===== src/rtl/rx_mac_ring_writer_if.sv =====
// MAC RX AXI-Stream bundle between the MAC (master) and the ring writer (slave).
interface rx_mac_ring_writer_if;
    // A beat transfers on a rising clk edge where s_axis_tvalid && s_axis_tready.
    // The master holds its payload stable while valid is high and ready is low.
    logic [63:0]  s_axis_tdata;
    logic [7:0]   s_axis_tstrb;
    logic [127:0] s_axis_tuser;
    logic         s_axis_tvalid;
    logic         s_axis_tlast;
    logic         s_axis_tready;

    modport master (
        output s_axis_tdata, s_axis_tstrb, s_axis_tuser, s_axis_tvalid, s_axis_tlast,
        input  s_axis_tready
    );

    modport slave (
        input  s_axis_tdata, s_axis_tstrb, s_axis_tuser, s_axis_tvalid, s_axis_tlast,
        output s_axis_tready
    );
endinterface


===== src/rtl/rx_mac_ring_writer.sv =====
// Writes MAC RX frames into a 64-bit ring: payload at header+2, then a two-word
// header (length/src/dst, timestamp) committed only for good frames.
module rx_mac_ring_writer #(
    parameter int AW          = 10,
    parameter int MAX_FILL    = 921,
    parameter int MAX_BEATS   = 190,
    parameter int TS_SRC      = 1,
    parameter int NS_STEP     = 6,
    parameter int CYC_PER_SEC = 156250000
) (
    input  logic                 clk,
    input  logic                 reset,
    rx_mac_ring_writer_if.slave  s_axis,
    output logic [AW-1:0]        wr_addr,
    output logic [63:0]          wr_data,
    output logic                 wr_en,
    output logic [AW-1:0]        commited_wr_address,
    input  logic                 commited_rd_address_change,
    input  logic [AW-1:0]        commited_rd_address,
    output logic [31:0]          dropped_full_cnt,
    output logic [31:0]          dropped_err_cnt,
    output logic [31:0]          dropped_long_cnt,
    output logic [2:0]           dbg_state
);

    typedef enum logic [2:0] {
        ST_IDLE = 3'd0,
        ST_DATA = 3'd1,
        ST_HDR0 = 3'd2,
        ST_HDR1 = 3'd3,
        ST_DROP = 3'd4
    } state_t;

    localparam logic [AW:0] FILL_LIM  = (AW+1)'(MAX_FILL);
    localparam logic [15:0] BEATS_LIM = 16'(MAX_BEATS);
    localparam logic [31:0] CYC_LAST  = 32'(CYC_PER_SEC - 1);
    localparam logic [31:0] NS_INC    = 32'(NS_STEP);

    state_t        state_q, state_nxt;
    logic          tready_q, tready_nxt;
    logic [AW-1:0] aux_ptr, rd_ptr, fill_q, hdr_addr;
    logic          chg_s1, chg_s2;
    logic [AW-1:0] rd_addr_s1;
    logic [15:0]   beat_cnt, beat_cnt_nxt, byte_len, beat_bytes;
    logic [7:0]    src_q, dst_q;
    logic [63:0]   ts_lat, ts_now;
    logic [31:0]   cyc_cnt, ts_nsec, ts_sec;

    logic accept, in_frame, full_hit, long_hit, last_ok, err_hit, good_last;
    logic data_wr, hdr0_wr, hdr1_wr, rewind;
    logic unused_tuser;

    assign unused_tuser = ^{s_axis.s_axis_tuser[127:97], s_axis.s_axis_tuser[15:0]};

    assign s_axis.s_axis_tready = tready_q;
    assign dbg_state            = state_q;

    // Frame checks: fill has priority over length, both over the tlast verdict.
    assign accept       = s_axis.s_axis_tvalid && tready_q;
    assign in_frame     = (state_q == ST_IDLE) || (state_q == ST_DATA);
    assign beat_cnt_nxt = (state_q == ST_IDLE) ? 16'd1 : beat_cnt + 16'd1;
    assign beat_bytes   = s_axis.s_axis_tlast ? 16'($countones(s_axis.s_axis_tstrb)) : 16'd8;
    assign full_hit     = in_frame && accept && ({1'b0, fill_q} > FILL_LIM);
    assign long_hit     = in_frame && accept && !full_hit && (beat_cnt_nxt > BEATS_LIM);
    assign last_ok      = in_frame && accept && !full_hit && !long_hit && s_axis.s_axis_tlast;
    assign err_hit      = last_ok && s_axis.s_axis_tuser[96];
    assign good_last    = last_ok && !s_axis.s_axis_tuser[96];
    assign ts_now       = (TS_SRC == 0) ? s_axis.s_axis_tuser[95:32] : {ts_sec, ts_nsec};

    always_ff @(posedge clk) begin
        if (reset) state_q <= ST_IDLE;
        else       state_q <= state_nxt;
    end

    always_comb begin
        state_nxt = state_q;
        case (state_q)
            ST_IDLE, ST_DATA: begin
                if (full_hit || long_hit) state_nxt = s_axis.s_axis_tlast ? ST_IDLE : ST_DROP;
                else if (err_hit)         state_nxt = ST_IDLE;
                else if (good_last)       state_nxt = ST_HDR0;
                else if (accept)          state_nxt = ST_DATA;
            end
            ST_HDR0: state_nxt = ST_HDR1;
            ST_HDR1: state_nxt = ST_IDLE;
            ST_DROP: if (accept && s_axis.s_axis_tlast) state_nxt = ST_IDLE;
            default: state_nxt = ST_IDLE;
        endcase
    end

    always_comb begin
        data_wr    = in_frame && accept;
        hdr0_wr    = (state_q == ST_HDR0);
        hdr1_wr    = (state_q == ST_HDR1);
        rewind     = full_hit || long_hit || err_hit;
        tready_nxt = !((state_nxt == ST_HDR0) || (state_nxt == ST_HDR1));
    end

    always_ff @(posedge clk) begin
        if (reset) begin
            tready_q            <= 1'b0;
            aux_ptr             <= AW'(2);
            commited_wr_address <= '0;
            hdr_addr            <= '0;
            fill_q              <= '0;
            wr_addr             <= '0;
            wr_data             <= '0;
            wr_en               <= 1'b0;
            beat_cnt            <= '0;
            byte_len            <= '0;
            src_q               <= '0;
            dst_q               <= '0;
            ts_lat              <= '0;
            dropped_full_cnt    <= '0;
            dropped_err_cnt     <= '0;
            dropped_long_cnt    <= '0;
        end else begin
            tready_q <= tready_nxt;
            wr_en    <= 1'b0;
            fill_q   <= aux_ptr - rd_ptr;

            if (data_wr) begin
                wr_addr  <= aux_ptr;
                wr_data  <= s_axis.s_axis_tdata;
                wr_en    <= 1'b1;
                aux_ptr  <= aux_ptr + AW'(1);
                beat_cnt <= beat_cnt_nxt;
                if (state_q == ST_IDLE) begin
                    byte_len <= beat_bytes;
                    src_q    <= s_axis.s_axis_tuser[23:16];
                    dst_q    <= s_axis.s_axis_tuser[31:24];
                    ts_lat   <= ts_now;
                end else begin
                    byte_len <= byte_len + beat_bytes;
                end
            end

            if (hdr0_wr) begin
                wr_addr             <= commited_wr_address;
                wr_data             <= {16'd0, byte_len, 8'd0, dst_q, 8'd0, src_q};
                wr_en               <= 1'b1;
                hdr_addr            <= commited_wr_address;
                commited_wr_address <= aux_ptr;
                aux_ptr             <= aux_ptr + AW'(1);
            end

            if (hdr1_wr) begin
                wr_addr <= hdr_addr + AW'(1);
                wr_data <= ts_lat;
                wr_en   <= 1'b1;
                aux_ptr <= aux_ptr + AW'(1);
            end

            // Abandoned frames rewind the write pointer past the uncommitted header slots.
            if (rewind) aux_ptr <= commited_wr_address + AW'(2);

            if (full_hit && (dropped_full_cnt != '1)) dropped_full_cnt <= dropped_full_cnt + 32'd1;
            if (long_hit && (dropped_long_cnt != '1)) dropped_long_cnt <= dropped_long_cnt + 32'd1;
            if (err_hit  && (dropped_err_cnt  != '1)) dropped_err_cnt  <= dropped_err_cnt  + 32'd1;
        end
    end

    // Consumer pointer crosses from a foreign domain; the address is trusted once the change flag settles.
    always_ff @(posedge clk) begin
        if (reset) begin
            chg_s1     <= 1'b0;
            chg_s2     <= 1'b0;
            rd_addr_s1 <= '0;
            rd_ptr     <= '0;
        end else begin
            chg_s1     <= commited_rd_address_change;
            chg_s2     <= chg_s1;
            rd_addr_s1 <= commited_rd_address;
            if (chg_s2) rd_ptr <= rd_addr_s1;
        end
    end

    always_ff @(posedge clk) begin
        if (reset) begin
            cyc_cnt <= '0;
            ts_nsec <= '0;
            ts_sec  <= '0;
        end else if (cyc_cnt == CYC_LAST) begin
            cyc_cnt <= '0;
            ts_nsec <= '0;
            ts_sec  <= ts_sec + 32'd1;
        end else begin
            cyc_cnt <= cyc_cnt + 32'd1;
            ts_nsec <= ts_nsec + NS_INC;
        end
    end

endmodule

===== src/flat_wrapper.sv =====
// flat-port wrapper written by rule: the top's interface ports become plain ports
module rx_mac_ring_writer_flat 
#(
    parameter int AW          = 10,
    parameter int MAX_FILL    = 921,
    parameter int MAX_BEATS   = 190,
    parameter int TS_SRC      = 1,
    parameter int NS_STEP     = 6,
    parameter int CYC_PER_SEC = 156250000
)
  (clk, reset, wr_addr, wr_data, wr_en, commited_wr_address, commited_rd_address_change, commited_rd_address, dropped_full_cnt, dropped_err_cnt, dropped_long_cnt, dbg_state, s_axis_s_axis_tdata, s_axis_s_axis_tstrb, s_axis_s_axis_tuser, s_axis_s_axis_tvalid, s_axis_s_axis_tlast, s_axis_s_axis_tready);
  rx_mac_ring_writer_if s_axis_i ();
  input  logic clk;
  input  logic reset;
  output logic [AW-1:0] wr_addr;
  output logic [63:0] wr_data;
  output logic wr_en;
  output logic [AW-1:0] commited_wr_address;
  input  logic commited_rd_address_change;
  input  logic [AW-1:0] commited_rd_address;
  output logic [31:0] dropped_full_cnt;
  output logic [31:0] dropped_err_cnt;
  output logic [31:0] dropped_long_cnt;
  output logic [2:0] dbg_state;
  input wire logic [$bits(s_axis_i.s_axis_tdata)-1:0] s_axis_s_axis_tdata;
  input wire logic [$bits(s_axis_i.s_axis_tstrb)-1:0] s_axis_s_axis_tstrb;
  input wire logic [$bits(s_axis_i.s_axis_tuser)-1:0] s_axis_s_axis_tuser;
  input wire logic [$bits(s_axis_i.s_axis_tvalid)-1:0] s_axis_s_axis_tvalid;
  input wire logic [$bits(s_axis_i.s_axis_tlast)-1:0] s_axis_s_axis_tlast;
  output wire logic [$bits(s_axis_i.s_axis_tready)-1:0] s_axis_s_axis_tready;
  assign s_axis_i.s_axis_tdata = s_axis_s_axis_tdata;
  assign s_axis_i.s_axis_tstrb = s_axis_s_axis_tstrb;
  assign s_axis_i.s_axis_tuser = s_axis_s_axis_tuser;
  assign s_axis_i.s_axis_tvalid = s_axis_s_axis_tvalid;
  assign s_axis_i.s_axis_tlast = s_axis_s_axis_tlast;
  assign s_axis_s_axis_tready = s_axis_i.s_axis_tready;
  rx_mac_ring_writer #(.AW(AW), .MAX_FILL(MAX_FILL), .MAX_BEATS(MAX_BEATS), .TS_SRC(TS_SRC), .NS_STEP(NS_STEP), .CYC_PER_SEC(CYC_PER_SEC)) u_core (.clk(clk), .reset(reset), .s_axis(s_axis_i), .wr_addr(wr_addr), .wr_data(wr_data), .wr_en(wr_en), .commited_wr_address(commited_wr_address), .commited_rd_address_change(commited_rd_address_change), .commited_rd_address(commited_rd_address), .dropped_full_cnt(dropped_full_cnt), .dropped_err_cnt(dropped_err_cnt), .dropped_long_cnt(dropped_long_cnt), .dbg_state(dbg_state));
endmodule

===== config.mk =====
export PLATFORM = sky130hd
export DESIGN_NAME = rx_mac_ring_writer_flat
export DESIGN_NICKNAME = d
export VERILOG_FILES = /design/src/rtl/rx_mac_ring_writer_if.sv /design/src/rtl/rx_mac_ring_writer.sv /design/src/flat_wrapper.sv
export SDC_FILE = /design/constraint.sdc
export NUM_CORES = 1
export LEC_CHECK = 0
export ABC_AREA = 1
export CORE_MARGIN = 10
export CORE_UTILIZATION = 48
export DETAILED_ROUTE_END_ITERATION = 8
export HOLD_SLACK_MARGIN = 0.06
export PLACE_DENSITY = 0.77
export SYNTH_ARGS = -nofsm -noshare
export SYNTH_HDL_FRONTEND = slang
export SYNTH_SLANG_ARGS = --single-unit

===== constraint.sdc =====
create_clock -name clk -period 3.7 [get_ports clk]
set_input_delay 0.37 -clock clk [delete_from_list [all_inputs] [get_ports clk]]
set_output_delay 0.37 -clock clk [all_outputs]
set_load 0.01 [all_outputs]

* Yosys cells after proc, flatten, opt, wreduce, memory -nomap -nowiden *
Cells that the tools add are included.

storage, ports and cells
  output and inout bits = 185
  logic and storage cells = 105
  bits in registers = 445
  input port bits = 215

cells by class
  mux-type cells = 23
  $add $sub $neg = 19
  eq/ne operators = 10
  order comparisons = 2
  reduce and logical (&&, ||, !) cells = 27

operators by type and width
  cell                                                             count
  2-to-1 mux 64 bit                                                3
  adder 32 x 1 -> 32 bit (second input constant)                   5
  inequality test 32 bit (second input constant)                   3
  2-to-1 mux 10 bit                                                7
  adder 16 bit                                                     4
  2-to-1 mux 16 bit                                                3
  adder 32 x 3 -> 32 bit (second input constant)                   1
  equality test 32 x 28 -> 1 bit (second input constant)           1
  adder 10 x 1 -> 10 bit (second input constant)                   2
  2-to-1 mux 3 bit                                                 6
  adder 16 x 1 -> 16 bit (second input constant)                   1
  greater-than comparator 16 x 8 -> 1 bit (second input constant)  1
  logical AND 1 bit                                                13
  equality test 3 x 2 -> 1 bit (second input constant)             4
  adder 10 x 2 -> 10 bit (second input constant)                   1
  greater-than comparator 10 bit (second input constant)           1
  subtractor 10 bit                                                1
  one-hot mux 3 bit (3 select lines)                               1
  adder 1 x 1 -> 2 bit                                             4
  zero test 1 bit                                                  4
  logical OR 1 bit                                                 4
  nonzero test 4 bit                                               1
  OR reduction 2 bit                                               2
  equality test 3 x 1 -> 1 bit (second input constant)             1
  other kinds (5)                                                  7

* Logic depth before layout (Yosys ltp) *
  depth in word-level cells = 18
  gate-level depth with buffers = 24
  depth with buffers taken out = 24

* Worst setup path after synthesis *
Ideal clock, no wire load.

  path kind = input to register
  start point = input port s_axis_s_axis_tstrb[0]
  end point = register u_core.byte_len[15]
  data arrival time = 3.945 ns
  slack = -0.360 ns
  data required time = 3.584 ns
  buffers on the path = 0
  stages = 23
  cell sequence = ha_1 -> inv_1 -> fa_1 -> inv_1 -> fa_1 -> ha_1 -> fa_1 -> nand2_1 -> inv_1 -> ha_1 -> nand3_1 -> nand2_1 -> nand2_1 -> nand2_1 -> nand3_1 -> nor2_1 -> nand2_1 -> nor2_1 -> nand3_1 -> nor3_1 -> nand2_1 -> o21ai_0 -> nor2_1

on the way
  longest elaborated chain between the ends = 6

RTL lines
  item                                                 RTL line                   source
  start, declared                                      flat_wrapper.sv:26         input wire logic [$bits(s_axis_i.s_axis_tstrb)-1:0] s_axis_s_axis_tstrb;
  adder 1 x 1 -> 2 bit (not written as such) (*)       rx_mac_ring_writer.sv:62   assign beat_bytes = s_axis.s_axis_tlast ? 16'($countones(s_axis.s_axis_tstrb)) : 16'd8;
  adder 16 bit (not written as such) (*) (2 in a row)  rx_mac_ring_writer.sv:62
  2-to-1 mux 16 bit (*)                                rx_mac_ring_writer.sv:62
  adder 16 bit                                         rx_mac_ring_writer.sv:134  byte_len <= byte_len + beat_bytes;
  2-to-1 mux 16 bit (*)                                rx_mac_ring_writer.sv:128  if (state_q == ST_IDLE) begin
  end signal, assigned                                 rx_mac_ring_writer.sv:129  byte_len <= beat_bytes;
  end signal, assigned                                 rx_mac_ring_writer.sv:134
  end, declared                                        rx_mac_ring_writer.sv:44   logic [15:0] beat_cnt, beat_cnt_nxt, byte_len, beat_bytes;

Mark *: on every way between the ends. The rest lies on a longest branch, timed or not.
A chain may end at the register's enable or synchronous reset.

* Worst setup path in the final report *
  start point = input port s_axis_s_axis_tstrb[1]
  end point = register u_core.byte_len[15]

The elaborated chain is that of the path after synthesis.

==> reports/summary.txt <==
Cell Int Power - 8550 uW
Pre-antenna DRT Iters - 6
Reg power frac - 0.443
Slew HR - 0.359
Routed WL per cell - 17.2 um
DRT iter0 DRCs - 1643
Post-synth EDFFs - 0
CP arrival - 3.99 ns
Setup WS post-layout - 0.197 ns
# fillers - 4016
Gr usage total - 0.240
Port Buf Inserts - 288
Switch share - 0.273
Vias in the first global route - 20700
Layout cell share with drive strength beyond 1 - 0.0590
Post-CTS Hold Fix Bufs - 0
Post-synth top area share - 0.412
MaxCap Viol Count - 0
Least-Margin Pin Slew - 0.960 ns
Ant. Diodes - 0
CTS sink count - 442
Synth unique cells - 47
Area delta synth->final - 23.8%
Worst path cell trace - clkbuf_2 > ha_4 > inv_2 > fa_1 > inv_1 > fa_1 > ha_2 > fa_1 > nand2_2 > inv_2 > ha_4 > nand3_2 > nand2_2 > nand2_2 > nand2_4 > nand3_4 > nor2_4 > nand2_2 > nor2_4 > nand3_2 > nor3_4 > nand2_2 > o21ai_2 > nor2_1
CP max stage delay - 0.49 ns
Ports - 400
Hold WS - 0.227 ns
Hold Path Sink - u_core.rd_addr_s1[0]
Synth top area cells - dfxtp_1 41%, nand2_1 11%, a21oi_1 9.0%
Most used cell, CP - nand2_2
FF-to-FF setup slack - 0.56 ns
Sequential element share of the synthesized area - 0.412
Final setup vio count - 0
Antenna violations before repair - 2
Pwr Density - 442 nW/um^2
Final Skew - 0.0205 ns
Syn Area/Cell - 7.06 sq um
Largest net degree at the start of global routing - 78
Final period util - 0.947
Switching power - 3210 uW
Fin crit period - 3.50 ns
#FFs+latches synth - 442
Clock share of power - 0.407
CTS root buf - clkbuf_16
Critical Path End Type - register
Clk Latency, worst-skew pair - 0.59 ns
TritonCTS clock tree - done
Initial core utilization - 0.486
WL final - 67400 um
Rows - 77
Startpoint Class - input pin
Pre-CTS setup slack - -0.867 ns
Die area - 53600 sq um
Combinational Power Share - 0.150
Die W - 232 um
Final hold vios - 0
# DRC - 0
Total CTS buffers - 49
Clock-pin transition on the worst setup and hold timing paths - 0.06 ns
First-pass GRT wire length - 107000 um
Critical path class - input pin to register
Core area - 44200 sq um
Worst min path class - input pin to register
DP HPWL - 48200 um
RePlAce Congestion - 0.946
Worst reg-to-reg path cell count - 13
GR Overflow Total - 0
Final ANT Viol Nets - 0
Chip Height - 232 um
Vias/cell - 5.51
Post-synth net total - 3293
Post-synthesis cell count - 3043
Status - finished clean
Yosys Warn Count - 0
Async S/R FF share, synth - 0
Max Buffers Root-to-Sink - 3
Slowest cell on crit path - fa_1
Fin. max-slew vios - 0
Final core occ - 0.601
Cell leakage power - 0.00938 uW
Worst-path fanout max - 4
Top FF cell, synth - dfxtp_1
Largest vdd supply drop - 0.000329 V
FF-to-FF End - u_core.dropped_err_cnt[1]
HP Start - reset
Via Count - 21600
Final net count - 3536
Cell area after synthesis - 21500 sq um
Max Freq - 285 MHz
H-tree Lvls - 2
Hold path depth - 2
Leading area contributor after synthesis - dfxtp_1
Worst Path Required - 4.19 ns
Worst r2r src - u_core.dbg_state[0]
## final cells by class
| class | instances | area [sq um] | share of cell area |
|---|---|---|---|
| Tap cell | 592 | 741 | 0.0279 |
| Timing Repair Buffer | 335 | 3240 | 0.122 |
| Clock buffer | 70 | 1390 | 0.0522 |
| Clock inverter | 16 | 171 | 0.00645 |
| Sequential cell | 442 | 8850 | 0.333 |
| Multi-Input combinational cell | 2159 | 11100 | 0.416 |
| Inverter | 299 | 1130 | 0.0426 |
## worst max-delay path by stage
| stage | startpoint | slack (ns) | end | cells past startpoint |
|---|---|---|---|---|
| 6_report | s_axis_s_axis_tstrb[1] | 0.20 | u_core.byte_len[15] | 24 |
| 2_1_floorplan | s_axis_s_axis_tstrb[4] | -0.17 | u_core.byte_len[15] | 23 |
| 3_5_place_dp | s_axis_s_axis_tstrb[4] | -0.87 | u_core.byte_len[15] | 24 |
| 5_1_grt | s_axis_s_axis_tstrb[3] | -0.04 | u_core.byte_len[15] | 24 |
| 3_3_place_gp | s_axis_s_axis_tstrb[4] | -0.80 | u_core.byte_len[15] | 24 |
| 4_1_cts | s_axis_s_axis_tstrb[4] | 0.16 | u_core.byte_len[15] | 24 |
## Yosys cell counts, drive strengths merged, types with 5 or more instances
cell type / instances
a31oi: 15
nor4: 38
a21oi: 386
ha: 29
nor3b: 7
fa: 6
xor2: 102
o22ai: 15
o21ai: 245
nand3: 185
clkinv: 5
a22oi: 6
clkbuf: 118
buf: 25
nor3: 112
nor2: 273
nand4: 56
xnor2: 29
nand2: 617
inv: 294
dfxtp: 442
a221oi: 12
or2: 8
## routing by layer
metal | global-route usage | up-vias | wire length [um]
met5 | 0 | - | 20
met4 | 0.0888 | 4 | 2030
met3 | 0.0445 | 130 | 4670
met2 | 0.409 | 694 | 31700
met1 | 0.296 | 10100 | 29000
li1 | - | 10600 | -
## worst max-delay path, delay by kind of cell
| kind | cells | cell delay (ns) |
|---|---|---|
| adder cells (fa/ha/maj) | 6 | 2.00 |
| AND/OR/NAND/NOR | 13 | 1.24 |
| buffers and inverters | 4 | 0.24 |
| AO/OA/AOI/OAI | 1 | 0.13 |
## state kept, by name (all words and copies together) (netlist names), 9 cells and up
name,flops
u_core.hdr_addr,10
u_core.commited_wr_address,10
u_core.wr_addr,10
u_core.rd_addr_s1,10
u_core.ts_lat,63
u_core.ts_nsec,31
u_core.fill_q,9
u_core.dropped_full_cnt,32
u_core.cyc_cnt,32
u_core.dropped_err_cnt,32
u_core.rd_ptr,10
u_core.wr_data,64
u_core.byte_len,16
u_core.ts_sec,32
u_core.aux_ptr,10
u_core.dropped_long_cnt,32
u_core.beat_cnt,16
## logic make-up after synthesis
kind of cell | Yosys count | share of synthesized area
AO/OA/AOI/OAI | 696 | 0.169
XOR/XNOR | 131 | 0.0534
adder cells (fa/ha/maj) | 35 | 0.0225
buffers and inverters | 442 | 0.0799
flip-flops | 442 | 0.412
AND/OR/NAND/NOR | 1297 | 0.263
## layout by cell type (no fill, tap or decap), types with 29 or more instances in the layout
master | Yosys | layout
a21oi_1 | 386 | 385
buf_4 | 4 | 46
clkbuf_16 | 0 | 50
clkdlybuf4s50_1 | 0 | 281
dfxtp_1 | 442 | 442
inv_1 | 288 | 282
nand2_1 | 610 | 602
nand3_1 | 181 | 178
nand4_1 | 56 | 56
nor2_1 | 263 | 258
nor3_1 | 112 | 111
nor4_1 | 37 | 37
o21ai_0 | 241 | 240
xnor2_1 | 29 | 29
xor2_1 | 102 | 102
## per-stage QoR
| stage | total power, uW | TNS [ns] | area [sq um] | instances |
|---|---|---|---|---|
| CTS | 11800 | 0 | 26500 | 3910 |
| global placement | 6980 | -5.96 | 24900 | 3823 |
| floorplan | 6230 | -0.166 | 21500 | 3043 |
| finish | 11800 | 0 | 26600 | 3913 |
| detailed placement | 7030 | -7.09 | 24900 | 3823 |
| global route | 12200 | -0.0422 | 26600 | 3913 |
## power by group through the flow
stage                     logic (uW)  registers [uW]  clock network, uW
final                           1760            5200               4790
after global routing            1940            5220               5030
after CTS                       1750            5200               4870
after detailed placement        1740            5300                  0
after global placement          1690            5290                  0
after floorplan                  912            5320                  0
## timing repair
item | CTS | global route
endpoints found under the hold margin | 0 | 0
setup endpoints to repair | 5 | 3
pin swaps | 13 | 18
buffers inserted | 1 | 3
resized for setup | 14 | 27
gates cloned | 0 | 0
(Power assumes the default switching activity.)
